**src/rtl/spi_pkg.sv**
```systemverilog
// Shared SPI definitions: mode encodings, baud-generator state type and the
// divisor function used by both the baud generator and the register readback.
package spi_pkg;

    localparam int SPI_DIV_W = 12;

    localparam logic [1:0] SPI_RUN  = 2'b00;
    localparam logic [1:0] SPI_WAIT = 2'b01;
    localparam logic [1:0] SPI_STOP = 2'b10;

    typedef enum logic {
        ST_IDLE = 1'b0,
        ST_RUN  = 1'b1
    } spi_baud_state_e;

    // divisor = (sppr+1) << (spr+1); shift amount is widened so spr=7 gives 8, not 0
    function automatic logic [SPI_DIV_W-1:0] spi_divisor(input logic [2:0] sppr,
                                                         input logic [2:0] spr);
        logic [SPI_DIV_W-1:0] w_pre;
        logic [3:0]           w_sh;
        w_pre = SPI_DIV_W'({1'b0, sppr}) + SPI_DIV_W'(1);
        w_sh  = {1'b0, spr} + 4'd1;
        return w_pre << w_sh;
    endfunction

endpackage

```
**src/rtl/spi_baud_generator.sv**
```systemverilog
// SPI serial clock generator: half-period counter that toggles sclk and
// decodes the pre-edge strobes consumed by the shift register.
module spi_baud_generator
    import spi_pkg::*;
#(
    parameter int DIV_W = SPI_DIV_W
) (
    input  logic             PCLK,
    input  logic             PRESET,
    input  logic [1:0]       spi_mode,
    input  logic             spiswai,
    input  logic             ss,
    input  logic             cpol,
    input  logic             cpha,
    input  logic [2:0]       sppr,
    input  logic [2:0]       spr,
    output logic             sclk,
    output logic             flag_low,
    output logic             flags_low,
    output logic             flag_high,
    output logic             flags_high,
    output logic [DIV_W-1:0] baudratedivisor
);

    logic [DIV_W-1:0] r_cnt;
    logic             r_sclk;

    logic [DIV_W-1:0] w_divisor;
    logic [DIV_W-1:0] w_half;
    logic [DIV_W-1:0] w_half_m1;
    logic [DIV_W-1:0] w_half_m2;
    logic             w_active;
    logic             w_at_end;
    logic             w_at_pre;
    spi_baud_state_e  w_state;

    // cpha only matters to the shift register downstream
    logic             w_unused_cpha;
    assign w_unused_cpha = cpha;

    assign w_divisor       = DIV_W'(spi_divisor(sppr, spr));
    assign w_half          = w_divisor >> 1;
    assign w_half_m1       = w_half - DIV_W'(1);
    assign w_half_m2       = w_half - DIV_W'(2);
    assign baudratedivisor = w_divisor;
    assign sclk            = r_sclk;

    // Stop mode and wait-with-spiswai look exactly like a deselected slave
    always_comb begin
        w_active = 1'b0;
        if (!ss && (spi_mode == SPI_RUN || (spi_mode == SPI_WAIT && !spiswai)))
            w_active = 1'b1;
        w_state = w_active ? ST_RUN : ST_IDLE;
    end

    // The >= wrap keeps a shrinking divisor from letting the counter run away
    always_ff @(posedge PCLK) begin
        if (PRESET) begin
            r_cnt  <= '0;
            r_sclk <= 1'b0;
        end else if (w_state == ST_IDLE) begin
            r_cnt  <= '0;
            r_sclk <= cpol;
        end else if (r_cnt >= w_half_m1) begin
            r_cnt  <= '0;
            r_sclk <= ~r_sclk;
        end else begin
            r_cnt  <= r_cnt + DIV_W'(1);
        end
    end

    // With half==1 there is no earlier cycle, so the early strobe coincides
    always_comb begin
        w_at_end   = (r_cnt == w_half_m1);
        w_at_pre   = (w_half == DIV_W'(1)) ? w_at_end : (r_cnt == w_half_m2);
        flag_low   = 1'b0;
        flags_low  = 1'b0;
        flag_high  = 1'b0;
        flags_high = 1'b0;
        if (w_state == ST_RUN) begin
            flag_low   = !r_sclk && w_at_end;
            flags_low  = !r_sclk && w_at_pre;
            flag_high  =  r_sclk && w_at_end;
            flags_high =  r_sclk && w_at_pre;
        end
    end

endmodule

```
**config.mk**
```make
export PLATFORM = sky130hd
export DESIGN_NAME = spi_baud_generator
export DESIGN_NICKNAME = d
export VERILOG_FILES = /design/src/rtl/spi_pkg.sv /design/src/rtl/spi_baud_generator.sv
export SDC_FILE = /design/constraint.sdc
export NUM_CORES = 1
export LEC_CHECK = 0
export BUFFER_PORTS_ARGS = -buffer_cell sky130_fd_sc_hd__buf_2
export CAP_MARGIN = 25
export CORE_MARGIN = 8
export CORE_UTILIZATION = 45
export CTS_CLUSTER_DIAMETER = 150
export DETAILED_ROUTE_END_ITERATION = 10
export PLACE_DENSITY = 0.63
export SETUP_SLACK_MARGIN = 0.4
export SYNTH_ARGS = -nofsm -noshare
export SYNTH_HDL_FRONTEND = slang
export SYNTH_SLANG_ARGS = --single-unit
```
**constraint.sdc**
```tcl
create_clock -name PCLK -period 21.4 [get_ports PCLK]
set_clock_uncertainty 0.1 [all_clocks]
set_input_delay 5.35 -clock PCLK [delete_from_list [all_inputs] [get_ports PCLK]]
set_output_delay 5.35 -clock PCLK [all_outputs]
set_load 0.005 [all_outputs]
```
==> results.py, run 1 <==
metrics = {
    "global_routing": {
        "grt_overflow_total": 0,
        "grt_pass1_wl_mm": 8.98,
        "track_usage": 0.167,
        "grt_max_degree": 19,
        "antenna_found_initial": 0,
        "grt_pass1_vias": 1880,
    },
    "drt": {
        "antenna_left": 0,
        "routed_wl_mm": 5.39,
        "avgViaCountPerCell": 5.98,
        "drt_iter0_markers": 145,
        "wire_per_inst_um": 15.8,
        "drt_pass1_iterations": 4,
        "vias": 2046,
        "drc": 0,
    },
    "layout": {
        "layout_commonest_cell": "buf_2",
        "final_area_um2": 2180,
        "drive_gt1_frac": 0.155,
        "nets": 324,
        "fin_util": 0.512,
        "multiInputGateArea_um2": 1600,
        "n_fill_cell": 460,
        "final_cell_mix": "29 x buf_2, 24 x nor2_1, 19 x ha_1",
        "diodes": 0,
        "synthToLayoutAreaGrowth_pct": 11.4,
        "area.sequential_um2": 260,
    },
    "clocking": {
        "clk_transition_reported_paths_ns": 0.05,
        "numCtsBuffers": 3,
        "insertion_delay_ns": 0.24,
        "clockBufferDepth": 2,
        "cts.htree.levels": 1,
        "cts_sinks": 13,
        "ctsHoldBuffers": 0,
        "cts_tree": "done",
        "root_buffer": "clkbuf_8",
        "cts_resized": 0,
        "postCtsSetupBuffers": 0,
    },
    "power_and_ir_drop": {
        "swShare": 0.401,
        "power.total_mw": 0.0970,
        "combPwrFrac": 0.520,
        "ir_drop_uv": 44.1,
        "p_sw_mw": 0.0389,
        "p_clk_frac": 0.224,
        "seq_power_share": 0.257,
        "p_int_mw": 0.0581,
        "power_density_nw_per_um2": 44.4,
        "p_leak_nw": 0.941,
    },
    "synth": {
        "synth_edf_count": 0,
        "syn_nets": 297,
        "ys_seq_area_frac": 0.133,
        "synthFlopType": "dfxtp_1",
        "async_flop_share": 0,
        "synth.avg_cell_area_um2": 7.43,
        "synth_area_um2": 1960,
        "synth_seq_cells": 13,
        "netlist_instances": 264,
        "yosysWarnings": 0,
        "synth_cell_type_count": 62,
    },
    "setup_path": {
        "cp_common_cell": "ha_1",
        "worstPathArrival_ns": 10.23,
        "critical_path.top_delay_family": "simple AND/OR/NAND/NOR gates",
        "worstPathCellList": "buf_2, ha_1, inv_1, or2_1, and2_4, nand2b_1, ha_1, a31oi_1, nand3_2, or3_1, xor2_1, ha_1, nand4_1, nor4_1, nand4_1, o32ai_1, and2_1, buf_2",
        "cp-end-kind": "output port",
        "slowest_stage": "ha_1",
        "worstPathRequired_ns": 15.95,
        "crit_path_start_kind": "primary input",
        "cp_slowest_stage_delay_ns": 0.60,
        "critical_path_class": "primary input to output port",
        "path_max_fanout": 18,
        "path_buf_inv": 3,
    },
    "die": {
        "initial_core_util": 0.460,
        "num_io_pins": 31,
        "die_area_um2": 6720,
        "std_cell_rows": 24,
        "die_h_um": 82.0,
        "core_area_um2": 4260,
        "dieWidth_um": 82.0,
    },
    "sta": {
        "timing.fmax_mhz": 63.8,
        "hold_viol": 0,
        "period_needed_ns": 15.68,
        "setup_violations": 0,
        "slew_headroom": 0.564,
        "fin_setup_tns_ns": 0,
        "rsz0062_at_grt": "false",
        "tightest_slew_ns": 0.649,
        "slew_viol_final": 0,
        "fin_crit_sh": 0.733,
    },
    "place": {
        "dp_hpwl_mm": 4.31,
        "place_congestion": 0.902,
        "port-buffer-count": 29,
        "placed_area_um2": 2140,
    },
    "status": {
        "status": "complete, no violations",
    },
    "run": {
        "drv_cap": 0,
    },
    "min_path": {
        "hp-class": "flip-flop to flip-flop",
    },
}
-- worst reg2reg max path: stages, from the launching register on --
cell,delay [ns]
dfxtp_1,0.52
ha_1,0.31
nor2b_1,0.14
o21a_1,0.16
o21a_1,0.16
o21ai_0,0.14
nand2b_1,0.08
a21oi_1,0.15
o21ai_0,0.15
or3_1,0.56
nor2_1,0.16
-- sequential cells by signal (all words and copies together) (netlist names) --
| register | flops |
|---|---|
| r_cnt | 12 |
| sclk | 1 |
-- area by class of cell --
type | count | area share
Tap cell | 52 | 0.0298
Timing Repair Buffer | 29 | 0.0665
Clock buffer | 4 | 0.0206
Multi-Input combinational cell | 227 | 0.735
Inverter | 17 | 0.0292
Sequential cell | 13 | 0.119
-- cells in the mapped netlist, drive strengths merged, types with 3 or more instances --
cell,n,area share
dfxtp,13,0.13
a211oi,3,0.011
o21a,6,0.023
nor2,24,0.046
o22ai,5,0.019
ha,19,0.12
and3,4,0.013
nor2b,3,0.0096
nor3,5,0.013
o211ai,5,0.022
xnor2,17,0.080
or4,4,0.015
or2,3,0.0096
clkbuf,4,0.0077
or3,4,0.013
inv,17,0.033
nor4,3,0.0096
or3b,5,0.024
o21ai,14,0.040
nand3,18,0.051
nand2b,4,0.013
nand4,13,0.041
buf,3,0.0089
and4,3,0.013
a31oi,5,0.016
a21oi,7,0.018
nand2,11,0.021
xor2,9,0.040
and2,6,0.020
-- logic make-up (layout without fill, tap and decap cells) --
group / Yosys count / in the layout / synth area share
simple gates: 119 / 119 / 0.348
compound gates: 63 / 63 / 0.228
xor+xnor: 26 / 26 / 0.120
buf+inv: 24 / 50 / 0.0491
fa+ha+maj: 19 / 19 / 0.121
flops: 13 / 13 / 0.133
-- worst paths after layout --
check	from	endpoint	slack, ns	cells after the start
worst min register to register	r_cnt[0]	r_cnt[0]	0.45	1
worst max-delay path	spr[0]	flags_high	5.72	18
worst max register to register	r_cnt[1]	r_cnt[5]	18.71	10
worst min-delay path	r_cnt[0]	r_cnt[0]	0.45	1
-- per-layer routing --
layer / part of all wire / GRT usage
met5: 0 / 0
met4: 0.018 / 0.0614
met3: 0.035 / 0.0186
met2: 0.48 / 0.279
met1: 0.47 / 0.213
-- per-stage QoR --
step / setup WS, ns / std cells / hold slack (ns)
detailed placement: 5.79 / 338 / 0.446
CTS: 5.77 / 342 / 0.453
floorplan: 7.02 / 264 / 0.375
global route: 5.30 / 342 / 0.475
global placement: 5.82 / 338 / 0.439
finish: 5.72 / 342 / 0.451
-- power groups by stage --
stage	sequential [mW]	combinational (mW)	clock (mW)
3_5_place_dp	0.0254	0.0497	0
4_1_cts	0.0249	0.0502	0.0223
2_1_floorplan	0.0253	0.0381	0
3_3_place_gp	0.0254	0.0494	0
5_1_grt	0.0250	0.0562	0.0233
6_report	0.0249	0.0504	0.0217
No activity file was read; power rests on OpenSTA's default activity.
==> run 2: changes to the inputs <==
Settings changed: PLACE_DENSITY 0.63 to 0.65.
Clock period 21.4 ns to 14.26 ns, I/O delays scaled along.
==> results.py, run 2 (same netlist as run 1, synthesis figures left out) <==
metrics = {
    "status": {
        "status": "complete, no violations",
    },
    "clocking": {
        "cts_resized": 0,
        "postCtsSetupBuffers": 0,
        "cts.htree.levels": 1,
        "ctsHoldBuffers": 0,
        "root_buffer": "clkbuf_8",
        "cts_sinks": 13,
        "cts_tree": "done",
        "insertion_delay_ns": 0.24,
        "clk_transition_reported_paths_ns": 0.05,
        "numCtsBuffers": 3,
        "clockBufferDepth": 2,
    },
    "min_path": {
        "min_delay_path_depth": 1,
        "hp-class": "flip-flop to flip-flop",
        "holdCritStartpoint": "r_cnt[0]",
    },
    "power_and_ir_drop": {
        "ir_drop_uv": 62.0,
        "combPwrFrac": 0.520,
        "p_sw_mw": 0.0580,
        "p_leak_nw": 0.941,
        "p_clk_frac": 0.222,
        "power_density_nw_per_um2": 66.5,
        "swShare": 0.400,
        "seq_power_share": 0.258,
        "p_int_mw": 0.0871,
    },
    "place": {
        "placed_area_um2": 2140,
        "place_congestion": 0.859,
        "port-buffer-count": 29,
        "dp_hpwl_mm": 4.29,
        "pre_cts_slack_ns": 2.25,
    },
    "die": {
        "die_area_um2": 6720,
        "die_h_um": 82.0,
        "std_cell_rows": 24,
        "initial_core_util": 0.460,
        "dieWidth_um": 82.0,
        "num_io_pins": 31,
        "core_area_um2": 4260,
    },
    "global_routing": {
        "grt_use_met1": 0.220,
        "grt_pass1_vias": 1889,
        "gr-usage-met3": 0.0164,
        "track_usage": 0.167,
        "grt_max_degree": 19,
        "grt_pass1_wl_mm": 9.03,
        "grt_overflow_total": 0,
        "use_met2": 0.279,
        "top_usage_layer": "met2",
        "antenna_found_initial": 0,
    },
    "drt": {
        "vias": 2052,
        "routed_wl_mm": 5.35,
        "drt_iter0_markers": 169,
        "drt_pass1_iterations": 4,
        "antenna_left": 0,
        "avgViaCountPerCell": 6.00,
        "drc": 0,
        "wire_per_inst_um": 15.7,
    },
    "setup_path": {
        "worstPathRequired_ns": 10.60,
        "crit_path_start_kind": "primary input",
        "cp-end-kind": "output port",
        "worstPathCellList": "buf_2, ha_1, inv_1, or2_1, and2_4, nand2b_1, ha_1, a31oi_1, nand3_2, or3_1, xor2_1, ha_1, nand4_1, nor4_1, nand4_1, o32ai_1, and2_1, buf_2",
        "cp_slowest_stage_delay_ns": 0.60,
        "cp_common_cell": "ha_1",
        "critical_path_class": "primary input to output port",
        "cp-startpoint": "spr[0]",
        "slowest_stage": "ha_1",
        "rr_worst_depth": 10,
        "worstPathArrival_ns": 8.41,
        "path_max_fanout": 18,
        "r2r-start": "r_cnt[1]",
    },
    "sta": {
        "timing.fmax_mhz": 82.8,
        "hold_viol": 0,
        "tightest_slew_ns": 0.658,
        "final.setup.worst_slack_ns": 2.19,
        "fin_crit_sh": 0.847,
        "slew_viol_final": 0,
        "slew_headroom": 0.559,
        "period_needed_ns": 12.07,
        "setup_violations": 0,
        "fin_setup_tns_ns": 0,
        "rsz0062_at_grt": "false",
    },
    "layout": {
        "synthToLayoutAreaGrowth_pct": 11.4,
        "final_cell_mix": "29 x buf_2, 24 x nor2_1, 19 x ha_1",
        "largest_register_ffs": 12,
        "layout_commonest_cell": "buf_2",
        "diodes": 0,
        "nets": 324,
        "top_register": "r_cnt",
        "drive_gt1_frac": 0.155,
        "final_area_um2": 2180,
        "fin_util": 0.512,
    },
    "run": {
        "drv_cap": 0,
    },
}
## run 2: cell counts in the layout (fill, tap and decap cells not counted)
No cell type changed its count.
## run 2: layout make-up
class	instances	area, µm²
Fill cell	456	2080
Multi-Input combinational cell	227	1600
Sequential cell	13	260
Timing Repair Buffer	29	145
Tap cell	52	65.1
Inverter	17	63.8
Clock buffer	4	45.0
## run 2: final timing paths
kind,endpoint,slack (ns)
worst min register to register,r_cnt[0],0.44
worst max register to register,r_cnt[6],11.57
worst max-delay path,flags_high,2.19
worst min-delay path,r_cnt[0],0.44
## run 2: critical path: cells and delay by family
kind / cells / cell delay (ns)
xor gates and xnor gates: 1 / 0.17
adders and majority gates: 3 / 1.25
buffers and inverters: 3 / 0.48
and+or+nand+nor: 9 / 2.37
AOI/OAI and AO/OA: 2 / 0.56
## run 2: per-layer routing
metal / up-vias / routed length [µm]
met5: - / 0
met4: 0 / 44
met3: 4 / 215
met2: 38 / 2660
met1: 967 / 2430
li1: 1043 / -
## run 2: metrics by stage
stage	cells	total power, mW	hold WS [ns]
floorplan	264	0.0952	0.375
CTS	342	0.146	0.444
global route	342	0.158	0.471
detailed placement	338	0.113	0.432
global placement	338	0.112	0.426
finish	342	0.145	0.440
## run 2: power by group through the flow
stage	combinational (mW)	sequential (mW)	clock [mW]
2_1_floorplan	0.0572	0.0380	0
3_3_place_gp	0.0740	0.0381	0
3_5_place_dp	0.0745	0.0381	0
4_1_cts	0.0751	0.0373	0.0341
5_1_grt	0.0847	0.0375	0.0355
6_report	0.0756	0.0374	0.0322
